File: config.mk
export PLATFORM = sky130hd
export DESIGN_NAME = traffic_light_monitor
export DESIGN_NICKNAME = d
export VERILOG_FILES = /design/src/rtl/traffic_light_monitor.sv
export SDC_FILE = /design/constraint.sdc
export NUM_CORES = 1
export LEC_CHECK = 0
export CAP_MARGIN = 40
export CORE_UTILIZATION = 45
export CTS_CLUSTER_DIAMETER = 200
export CTS_CLUSTER_SIZE = 40
export DETAILED_ROUTE_END_ITERATION = 16
export PLACE_DENSITY_LB_ADDON = 0.05
export SYNTH_ARGS = -nofsm -noshare
export SYNTH_HDL_FRONTEND = slang
export SYNTH_SLANG_ARGS = --single-unit
File: constraint.sdc
create_clock -name clk -period 3.1 [get_ports clk]
set_clock_uncertainty 0.15 [all_clocks]
set_input_delay 0.62 -clock clk [delete_from_list [all_inputs] [get_ports clk]]
set_output_delay 0.62 -clock clk [all_outputs]
set_load 0.02 [all_outputs]
File: src/rtl/traffic_light_monitor.sv
// rtl/traffic_light_monitor.sv - traffic lamp sequence monitor with sticky fault causes and cycle counter
// Tracks RED->GREEN->YELLOW->RED, bounds each lamp's dwell and latches the first fault cause.
module traffic_light_monitor #(
    parameter int MAX_DWELL = 4,
    parameter int CNT_W     = 8
) (
    input  logic             clk,
    input  logic             rst_n,
    input  logic             red,
    input  logic             yellow,
    input  logic             green,
    input  logic             clr,
    output logic [1:0]       phase,
    output logic             locked,
    output logic             fault,
    output logic             err_onehot,
    output logic             err_order,
    output logic             err_timeout,
    output logic [CNT_W-1:0] cycle_count
);

    localparam int DW = $clog2(MAX_DWELL + 2);

    localparam logic [1:0] PH_RED    = 2'b00;
    localparam logic [1:0] PH_GREEN  = 2'b01;
    localparam logic [1:0] PH_YELLOW = 2'b10;
    localparam logic [1:0] PH_NONE   = 2'b11;

    typedef enum logic [2:0] {SYNC, RED, GREEN, YELLOW, FAULT} state_t;

    state_t        state;
    state_t        next_state;
    logic [DW-1:0] dwell;
    logic [2:0]    lamps;
    logic          one_hot;
    logic          same_lamp;
    logic          next_lamp;
    logic [1:0]    next_phase;

    // lamps is ordered {red, green, yellow} so the legal successor is a ring rotation
    always_comb begin
        lamps      = {red, green, yellow};
        one_hot    = $onehot(lamps);
        same_lamp  = 1'b0;
        next_lamp  = 1'b0;
        next_state = FAULT;
        next_phase = PH_NONE;
        case (state)
            RED: begin
                same_lamp  = (lamps == 3'b100);
                next_lamp  = (lamps == 3'b010);
                next_state = GREEN;
                next_phase = PH_GREEN;
            end
            GREEN: begin
                same_lamp  = (lamps == 3'b010);
                next_lamp  = (lamps == 3'b001);
                next_state = YELLOW;
                next_phase = PH_YELLOW;
            end
            YELLOW: begin
                same_lamp  = (lamps == 3'b001);
                next_lamp  = (lamps == 3'b100);
                next_state = RED;
                next_phase = PH_RED;
            end
            default: begin
                same_lamp = 1'b0;
            end
        endcase
    end

    always_ff @(posedge clk) begin
        if (!rst_n) begin
            state       <= SYNC;
            dwell       <= '0;
            cycle_count <= '0;
            fault       <= 1'b0;
            err_onehot  <= 1'b0;
            err_order   <= 1'b0;
            err_timeout <= 1'b0;
            phase       <= PH_NONE;
            locked      <= 1'b0;
        end else if (clr) begin
            state       <= SYNC;
            dwell       <= '0;
            fault       <= 1'b0;
            err_onehot  <= 1'b0;
            err_order   <= 1'b0;
            err_timeout <= 1'b0;
            phase       <= PH_NONE;
            locked      <= 1'b0;
        end else begin
            case (state)
                SYNC: begin
                    if (lamps == 3'b100) begin
                        state  <= RED;
                        dwell  <= DW'(1);
                        phase  <= PH_RED;
                        locked <= 1'b1;
                    end
                end
                RED, GREEN, YELLOW: begin
                    if (!one_hot) begin
                        state      <= FAULT;
                        fault      <= 1'b1;
                        err_onehot <= 1'b1;
                        phase      <= PH_NONE;
                        locked     <= 1'b0;
                    end else if (next_lamp) begin
                        state <= next_state;
                        dwell <= DW'(1);
                        phase <= next_phase;
                        if (state == YELLOW && cycle_count != '1)
                            cycle_count <= cycle_count + CNT_W'(1);
                    end else if (!same_lamp) begin
                        state     <= FAULT;
                        fault     <= 1'b1;
                        err_order <= 1'b1;
                        phase     <= PH_NONE;
                        locked    <= 1'b0;
                    end else if (dwell >= DW'(MAX_DWELL)) begin
                        state       <= FAULT;
                        fault       <= 1'b1;
                        err_timeout <= 1'b1;
                        phase       <= PH_NONE;
                        locked      <= 1'b0;
                    end else begin
                        dwell <= dwell + DW'(1);
                    end
                end
                default: begin
                    state <= FAULT;
                end
            endcase
        end
    end

endmodule

==> results.yml, run 1 <==
setup_path:
  critPathBufInv: 2
  cp-start-kind: "input pin"
  slowest_delay_ps: 550
  path_cells: "clkdlybuf4s50_1 -> inv_1 -> fa_1 -> and2b_2 -> mux2i_1 -> a21oi_1 -> and2_1 -> a211oi_1"
  path_max_fanout: 6
  crit_path_top_delay_cell: "fa_1"
  crit_family: "adder cells"
  worst_ep_required_time_ps: 3180
  path_class: "in -> reg"
  cp.arrival_ps: 2730
  cp-end-kind: "flip-flop"
cells_and_area:
  final_area_um2: 1623
  syn_to_final_growth_pct: 18.88
  nNetsFinal: 185
  final_common_cell: "dfxtp_1"
  diodes: 0
  final_cells: 205
  drive_above_1_share_pct: 13.22
  fin_util_pct: 57.85
  final_cell_mix: "dfxtp_1 (21), clkdlybuf4s50_1 (20), nor2_1 (12)"
sta:
  tns_ps: 0
  timing.slew.headroom_pct: 65.87
  period_share_pct: 85.26
  clock.fmax_mhz: 378.3
  setup_viol: 0
  whs_ps: 340.0
  drv_slew: 0
  period_needed_ps: 2643
  fin_ws_ps: 456.9
  finalHoldViolCount: 0
  rsz0062_at_grt: "no"
  tightest_slew_ps: 511.2
cts:
  cts_setup_buffers: 0
  clockBufferDepth: 2
  cts_buffers: 3
  cts_sinks: 21
  cts_resized: 0
  htreeDepth: 1
  clock_latency_ps: 310
  cts-root-buf: "clkbuf_4"
  ctsHoldBuffers: 0
  clk_pin_slew_ps: 120
  cts_tree: "built"
synthesis:
  ys_seq_area_share_pct: 30.80
  async_reset_ff_share_pct: 0
  synth.distinct_cells: 52
  yosysWarnings: 0
  ys_ff_latch: 21
  syn_area_um2: 1365
  dominantRegCellSynth: "dfxtp_1"
  synth-edff-count: 0
  syn-num-nets: 162
  syn_area_per_cell_um2: 8.981
  netlist_instances: 152
detailed_routing:
  dr.pass1.iters: 4
  via_per_inst: 5.966
  wire_per_inst_um: 14.59
  drt_iter0_markers: 51
  antenna_left: 0
  vias: 1223
  wl_mm: 2.990
  drc: 0
floorplan:
  core_area_um2: 2805
  start_util_pct: 48.66
  die_area_um2: 3258
  die_y_um: 57.08
  rows: 19
  io_pins: 21
  fp.dieW_um: 57.08
hold_path:
  hp-class: "reg -> reg"
global_route:
  overflow: 0
  antenna_found_initial: 0
  grt_max_degree: 14
  grt_pass1_vias: 1138
  grt_pass1_wl_mm: 5.244
  grt_usage_pct: 20.54
placed_design:
  dp_hpwl_mm: 2.234
  dp_cells: 201
  place_area_um2: 1597
  port_buffers: 20
  routabilityCongestion: 0.8674
  dp_slack_ps: 150.4
pwr:
  irDropWorstVdd_mv: 0.2852
  powerDensity_nw_per_um2: 292.9
  p_leak_nw: 0.6007
  finalPower_uw: 475.4
run:
  cap_violations: 0
run_status:
  status: "finished, final reports clean"
[final timing paths]
path	start	end	slack, ps	cells after the start
worst max-delay path	red	dwell[0]	460	8
worst min-delay path	err_timeout	err_timeout	340	2
worst max register to register	state[0]	state[0]	1060	5
worst min register to register	err_timeout	err_timeout	340	2
[per-layer routing]
metal	routed length (um)	vias to the layer above	global-route usage [%]
met5	0	-	0
met1	1534	571	31.44
met2	1233	44	29.58
met3	184	5	3.175
met4	36	0	6.272
li1	-	603	-
[synth_stat cells (3+ instances only)]
cell type,instances,area share (%)
inv_1,7,1.9
nor2_1,12,3.3
a21oi_1,6,2.2
nand2b_1,6,2.8
nand2_1,9,2.5
dfxtp_1,21,31
nand3_1,7,2.6
a31oi_1,4,1.8
o31a_1,3,1.9
a211oi_1,4,2.2
and2_1,6,2.8
nand4_1,3,1.4
ha_1,3,2.8
xor2_1,4,2.6
o21ai_0,5,1.8
mux2i_1,5,3.7
nor3_1,3,1.1
[worst reg2reg max path, stage by stage (launching register included)]
cell	delay [ps]
dfxtp_1	650
inv_1	190
nor2_1	300
a22oi_1	190
o2111a_1	300
o21a_1	180
[area by class of cell]
cell class,instances,area [um2]
sequential,21,420.4
inverter,7,26.28
tap,31,38.79
clock buffer,4,26.28
multi-input combinational,118,880.8
fill,260,1182
timing repair buffer,24,230.2
[cells by family after synthesis]
group / share of synthesized area [%]
flops: 30.80
xor+xnor: 2.566
simple gates: 28.51
mux: 3.667
fa+ha+maj: 4.217
compound gates: 25.57
buf+inv: 4.675
[state kept, by name (all words and copies together) (netlist names)]
| signal | count |
|---|---|
| err_order | 1 |
| phase | 2 |
| fault | 1 |
| state | 3 |
| cycle_count | 8 |
| err_timeout | 1 |
| locked | 1 |
| dwell | 3 |
| err_onehot | 1 |
[where the power goes]
part,internal (mW),leakage (nW),switching (mW)
registers,0.272,0.169,0.00339
logic,0.0287,0.416,0.0376
clock network,0.0503,0.0150,0.0833
total,0.351,0.601,0.124
(Power assumes the default switching activity.)
==> run 2: changes to the inputs <==
CORE_UTILIZATION = 34   (was 45)
==> run 2 against run 1 <==
Compared with the run above:
- hold slack worse by 6.5 ps
- power is 10% higher
- clock-buffer cell count stayed put
- core utilization is 13 points lower
- flip-flop and latch count stayed put
- sequential share of layout area is 0.62 points lower
- critical path type unchanged
- highest routed layer unchanged
- fmax is 4.0% lower
==> results.yml, run 2 (synthesis results as in run 1) <==
run_status:
  status: "finished, final reports clean"
pwr:
  irDropWorstVdd_mv: 0.1353
  p_leak_nw: 0.6084
  powerDensity_nw_per_um2: 315.0
setup_path:
  crit_family: "adder cells"
  path_class: "in -> reg"
  regToRegSetupSlack_ps: 1070
  critPathBufInv: 2
  slowest_delay_ps: 550
  path_max_fanout: 6
  cp-startpoint: "red"
  cp-start-kind: "input pin"
  cp.arrival_ps: 2770
  worst_ep_required_time_ps: 3120
  path_cells: "clkdlybuf4s50_1 -> inv_1 -> fa_1 -> and2b_2 -> mux2i_1 -> a21oi_1 -> and2_1 -> a211oi_1"
  cp-end-kind: "flip-flop"
  worstRegToRegCells: 5
  reg2reg_to: "state[0]"
  r2r_start: "state[0]"
  crit_path_top_delay_cell: "fa_1"
floorplan:
  io_pins: 21
  core_area_um2: 3744
  rows: 22
  die_area_um2: 4273
  fp.dieW_um: 65.37
  start_util_pct: 36.46
  die_y_um: 65.37
sta:
  clock.fmax_mhz: 363.2
  rsz0062_at_grt: "no"
  fin_ws_ps: 346.8
  drv_slew: 0
  timing.slew.headroom_pct: 65.02
  period_share_pct: 88.81
  tns_ps: 0
  finalHoldViolCount: 0
  setup_viol: 0
  period_needed_ps: 2753
  tightest_slew_ps: 520.7
cells_and_area:
  final_cells: 222
  drive_above_1_share_pct: 13.22
  nNetsFinal: 185
  fillers: 384
  top_register: "cycle_count"
  final_area_um2: 1663
  final_common_cell: "dfxtp_1"
  syn_to_final_growth_pct: 21.81
  largest_register_ffs: 8
  regArea_um2: 420.4
  multi_input_area_um2: 880.8
  final_cell_mix: "dfxtp_1 (21), clkdlybuf4s50_1 (20), nor2_1 (12)"
  diodes: 0
  reg.largest.list: "cycle_count (8), dwell (3), state (3)"
cts:
  cts_buffers: 3
  cts-root-buf: "clkbuf_8"
  htreeDepth: 1
  cts_setup_buffers: 0
  ctsHoldBuffers: 0
  clk_pin_slew_ps: 70
  cts_sinks: 21
  clock_latency_ps: 260
  clockBufferDepth: 2
  cts_tree: "built"
  cts_resized: 0
hold_path:
  min_to: "err_onehot"
  whs_path_depth: 2
  hold_start: "err_onehot"
  hp-class: "reg -> reg"
placed_design:
  place_area_um2: 1618
  routabilityCongestion: 0.8782
  port_buffers: 20
  dp_hpwl_mm: 2.430
  dp_slack_ps: 144.0
  dp_cells: 218
detailed_routing:
  drt_iter0_markers: 74
  wire_per_inst_um: 14.80
  via_per_inst: 5.360
  antenna_left: 0
  wl_mm: 3.286
  vias: 1190
  dr.pass1.iters: 4
  drc: 0
global_route:
  grt_max_degree: 14
  grt_pass1_wl_mm: 5.644
  antenna_found_initial: 0
  grt_pass1_vias: 1180
  grt_usage_pct: 17.15
  overflow: 0
run:
  cap_violations: 0
[run 2: final cells by class]
| cell class | instances | area share (%) |
|---|---|---|
| clock buffer | 4 | 2.709 |
| multi-input combinational | 118 | 52.97 |
| sequential | 21 | 25.28 |
| timing repair buffer | 24 | 13.85 |
| inverter | 7 | 1.580 |
| tap | 48 | 3.612 |
[run 2: per-layer routing]
layer	GRT usage [%]	up-vias	wire [um]
li1	-	596	-
met1	25.90	550	1707
met2	24.23	42	1346
met3	3.299	2	217
met4	4.891	0	14
met5	0	-	0
[run 2: worst register-to-register path: cells and delay by family (launching register included)]
family / cells / cell delay [ps]
AO/OA/AOI/OAI: 3 / 660
flip-flops: 1 / 650
AND/OR/NAND/NOR: 1 / 280
buffers and inverters: 1 / 180
[run 2: worst max path at each step]
stage | to | cells past startpoint | slack (ps)
6_report | dwell[0] | 8 | 350
5_1_grt | dwell[0] | 8 | 220
4_1_cts | dwell[0] | 8 | 390
3_5_place_dp | dwell[0] | 8 | 140
3_3_place_gp | dwell[0] | 8 | 140
2_1_floorplan | cycle_count[5] | 8 | 630
[run 2: power breakdown]
group / internal, mW / total (mW) / switching [mW]
clock: 0.0916 / 0.182 / 0.0901
sequential: 0.272 / 0.275 / 0.00341
combinational: 0.0286 / 0.0668 / 0.0382
total: 0.392 / 0.524 / 0.132
[run 2: per-stage QoR]
stage | hold WS [ps] | utilization, % | power, mW
after detailed placement | 309.9 | 43.22 | 0.3476
after global placement | 311.4 | 43.22 | 0.3479
final | 333.6 | 44.42 | 0.5238
after floorplan | 317.2 | - | 0.3235
after CTS | 336.0 | 44.42 | 0.5293
after global routing | 351.2 | 44.42 | 0.5536
==> run 3: changes to the inputs <==
GPL_TIMING_DRIVEN = 0   (was unset)
clock period = 3.3 ns   (was 3.1 ns; I/O delays follow)
==> run 3 against run 2 <==
Compared with the run above:
- clock power fell by 9%
- power fell by 7.3%
- hold slack got worse by 12 ps
- register-to-register slack improved by 300 ps
- via count rose by 0.92%
- flip-flop and latch count did not move
- non-clock buffer count rose by 1
- critical path type unchanged
- critical endpoint unchanged
- largest cell class unchanged
- highest routed layer unchanged
==> results.yml, run 3 (synthesis results as in run 1) <==
detailed_routing:
  vias: 1201
  wire_per_inst_um: 14.45
  wl_mm: 3.223
  drc: 0
  via_per_inst: 5.386
  antenna_left: 0
  drt_iter0_markers: 48
  dr.pass1.iters: 4
pwr:
  switchingPower_uw: 119.6
  p_leak_nw: 0.6052
  swShare_pct: 24.63
  irDropWorstVdd_mv: 0.1811
  p_comb_share_pct: 12.8
  p_int_uw: 365.9
  seq_power_share_pct: 52.9
  clockPowerShare_pct: 34.3
  powerDensity_nw_per_um2: 292.4
sta:
  period_needed_ps: 2989
  clock.fmax_mhz: 334.5
  period_share_pct: 90.58
  setup_viol: 0
  tns_ps: 0
  tightest_slew_ps: 459.9
  rsz0062_at_grt: "no"
  timing.slew.headroom_pct: 69.06
  finalHoldViolCount: 0
  drv_slew: 0
setup_path:
  reg2reg_to: "dwell[0]"
  cp-start-kind: "input pin"
  path_class: "in -> reg"
  critPathBufInv: 2
  cp-end-kind: "flip-flop"
  crit_family: "buffers and inverters"
  worst_ep_required_time_ps: 3320
  worstRegToRegCells: 6
  slowest_delay_ps: 580
  r2r_start: "state[0]"
  path_depth: 8
  path_max_fanout: 7
  path_cells: "clkdlybuf4s50_1 -> inv_1 -> fa_1 -> and2b_2 -> mux2i_1 -> a21oi_1 -> and2_1 -> a211oi_1"
  regToRegSetupSlack_ps: 1370
  cp.arrival_ps: 3010
  crit_path_top_delay_cell: "clkdlybuf4s50_1"
floorplan:
  die_area_um2: 4273
  core_area_um2: 3744
  rows: 22
  io_pins: 21
  fp.dieW_um: 65.37
  die_y_um: 65.37
  start_util_pct: 36.46
cells_and_area:
  final_cells: 223
  syn_to_final_growth_pct: 21.63
  drive_above_1_share_pct: 12.57
  diodes: 0
  final_common_cell: "dfxtp_1"
  largest_register_ffs: 8
  nNetsFinal: 186
  reg.largest.list: "cycle_count (8), dwell (3), state (3)"
  fin_util_pct: 44.35
  final_area_um2: 1660
  top_register: "cycle_count"
  final_cell_mix: "dfxtp_1 (21), clkdlybuf4s50_1 (19), nor2_1 (12)"
cts:
  cts_tree: "built"
  cts_resized: 0
  clock_latency_ps: 250
  clk_pin_slew_ps: 70
  cts_sinks: 21
  htreeDepth: 1
  clockBufferDepth: 2
  cts_setup_buffers: 0
  cts_buffers: 3
  ctsHoldBuffers: 0
  cts-root-buf: "clkbuf_8"
placed_design:
  routabilityCongestion: 0.8538
  dp_cells: 219
  place_area_um2: 1615
  port_buffers: 19
  dp_hpwl_mm: 2.406
global_route:
  grt_usage_pct: 16.22
  antenna_found_initial: 0
  grt_pass1_wl_mm: 5.347
  overflow: 0
  grt_pass1_vias: 1112
  grt_max_degree: 12
hold_path:
  hold_start: "phase[1]"
  min_to: "phase[1]"
  hp-class: "reg -> reg"
  whs_path_depth: 1
run:
  cap_violations: 0
run_status:
  status: "finished, final reports clean"
==> run 3: changes by cell type in the layout (fill, tap and decap cells not counted) <==
cell             before  now
buf_1                 0    1
clkdlybuf4s50_1      20   19
buf_4                 4    2
buf_6                 0    1
clkbuf_1              1    3
==> run 3: worst max-delay path by stage <==
| stage | start | endpoint | slack, ps |
|---|---|---|---|
| global route | yellow | dwell[0] | 100 |
| detailed placement | yellow | dwell[0] | 50 |
| finish | yellow | dwell[0] | 310 |
| global placement | yellow | phase[1] | 70 |
| floorplan | red | cycle_count[5] | 790 |
| CTS | yellow | dwell[0] | 290 |
==> run 3: cell type report <==
cell class / instances / area, um2
fill: 401 / 2083
multi-input combinational: 118 / 880.8
sequential: 21 / 420.4
timing repair buffer: 19 / 190.2
tap: 48 / 60.06
clock buffer: 4 / 45.04
buffer: 6 / 37.54
inverter: 7 / 26.28
==> run 3: worst register-to-register path: stages (launching register included) <==
cell and delay (ps):
dfxtp_1 340, buf_4 190, nor2_2 330, mux2i_1 370, a21oi_1 100, and2_1 170, a211oi_1 200
==> run 3: metrics by stage <==
| stage | hold WS [ps] | power [mW] | setup slack (ps) |
|---|---|---|---|
| floorplan | 317.2 | 0.3039 | 787.5 |
| global placement | 307.6 | 0.3237 | 65.09 |
| detailed placement | 301.4 | 0.3246 | 47.25 |
| CTS | 324.6 | 0.4938 | 290.1 |
| global route | 358.4 | 0.5104 | 96.21 |
| finish | 321.6 | 0.4854 | 310.7 |
==> run 3: routing by layer <==
metal  up-vias  part of all wire, %  global-route usage [%]
li1        602                    -                       -
met1       573                   52                   24.39
met2        24                   43                   23.45
met3         2                  4.0                   2.431
met4         0                 0.71                   4.891
met5         -                    0                       0
==> run 3: power by group through the flow <==
stage	clock network [mW]	registers, mW	logic, mW
2_1_floorplan	0	0.264	0.0395
6_report	0.166	0.257	0.0622
3_3_place_gp	0	0.263	0.0609
4_1_cts	0.175	0.257	0.0622
3_5_place_dp	0	0.263	0.0617
5_1_grt	0.184	0.257	0.0689
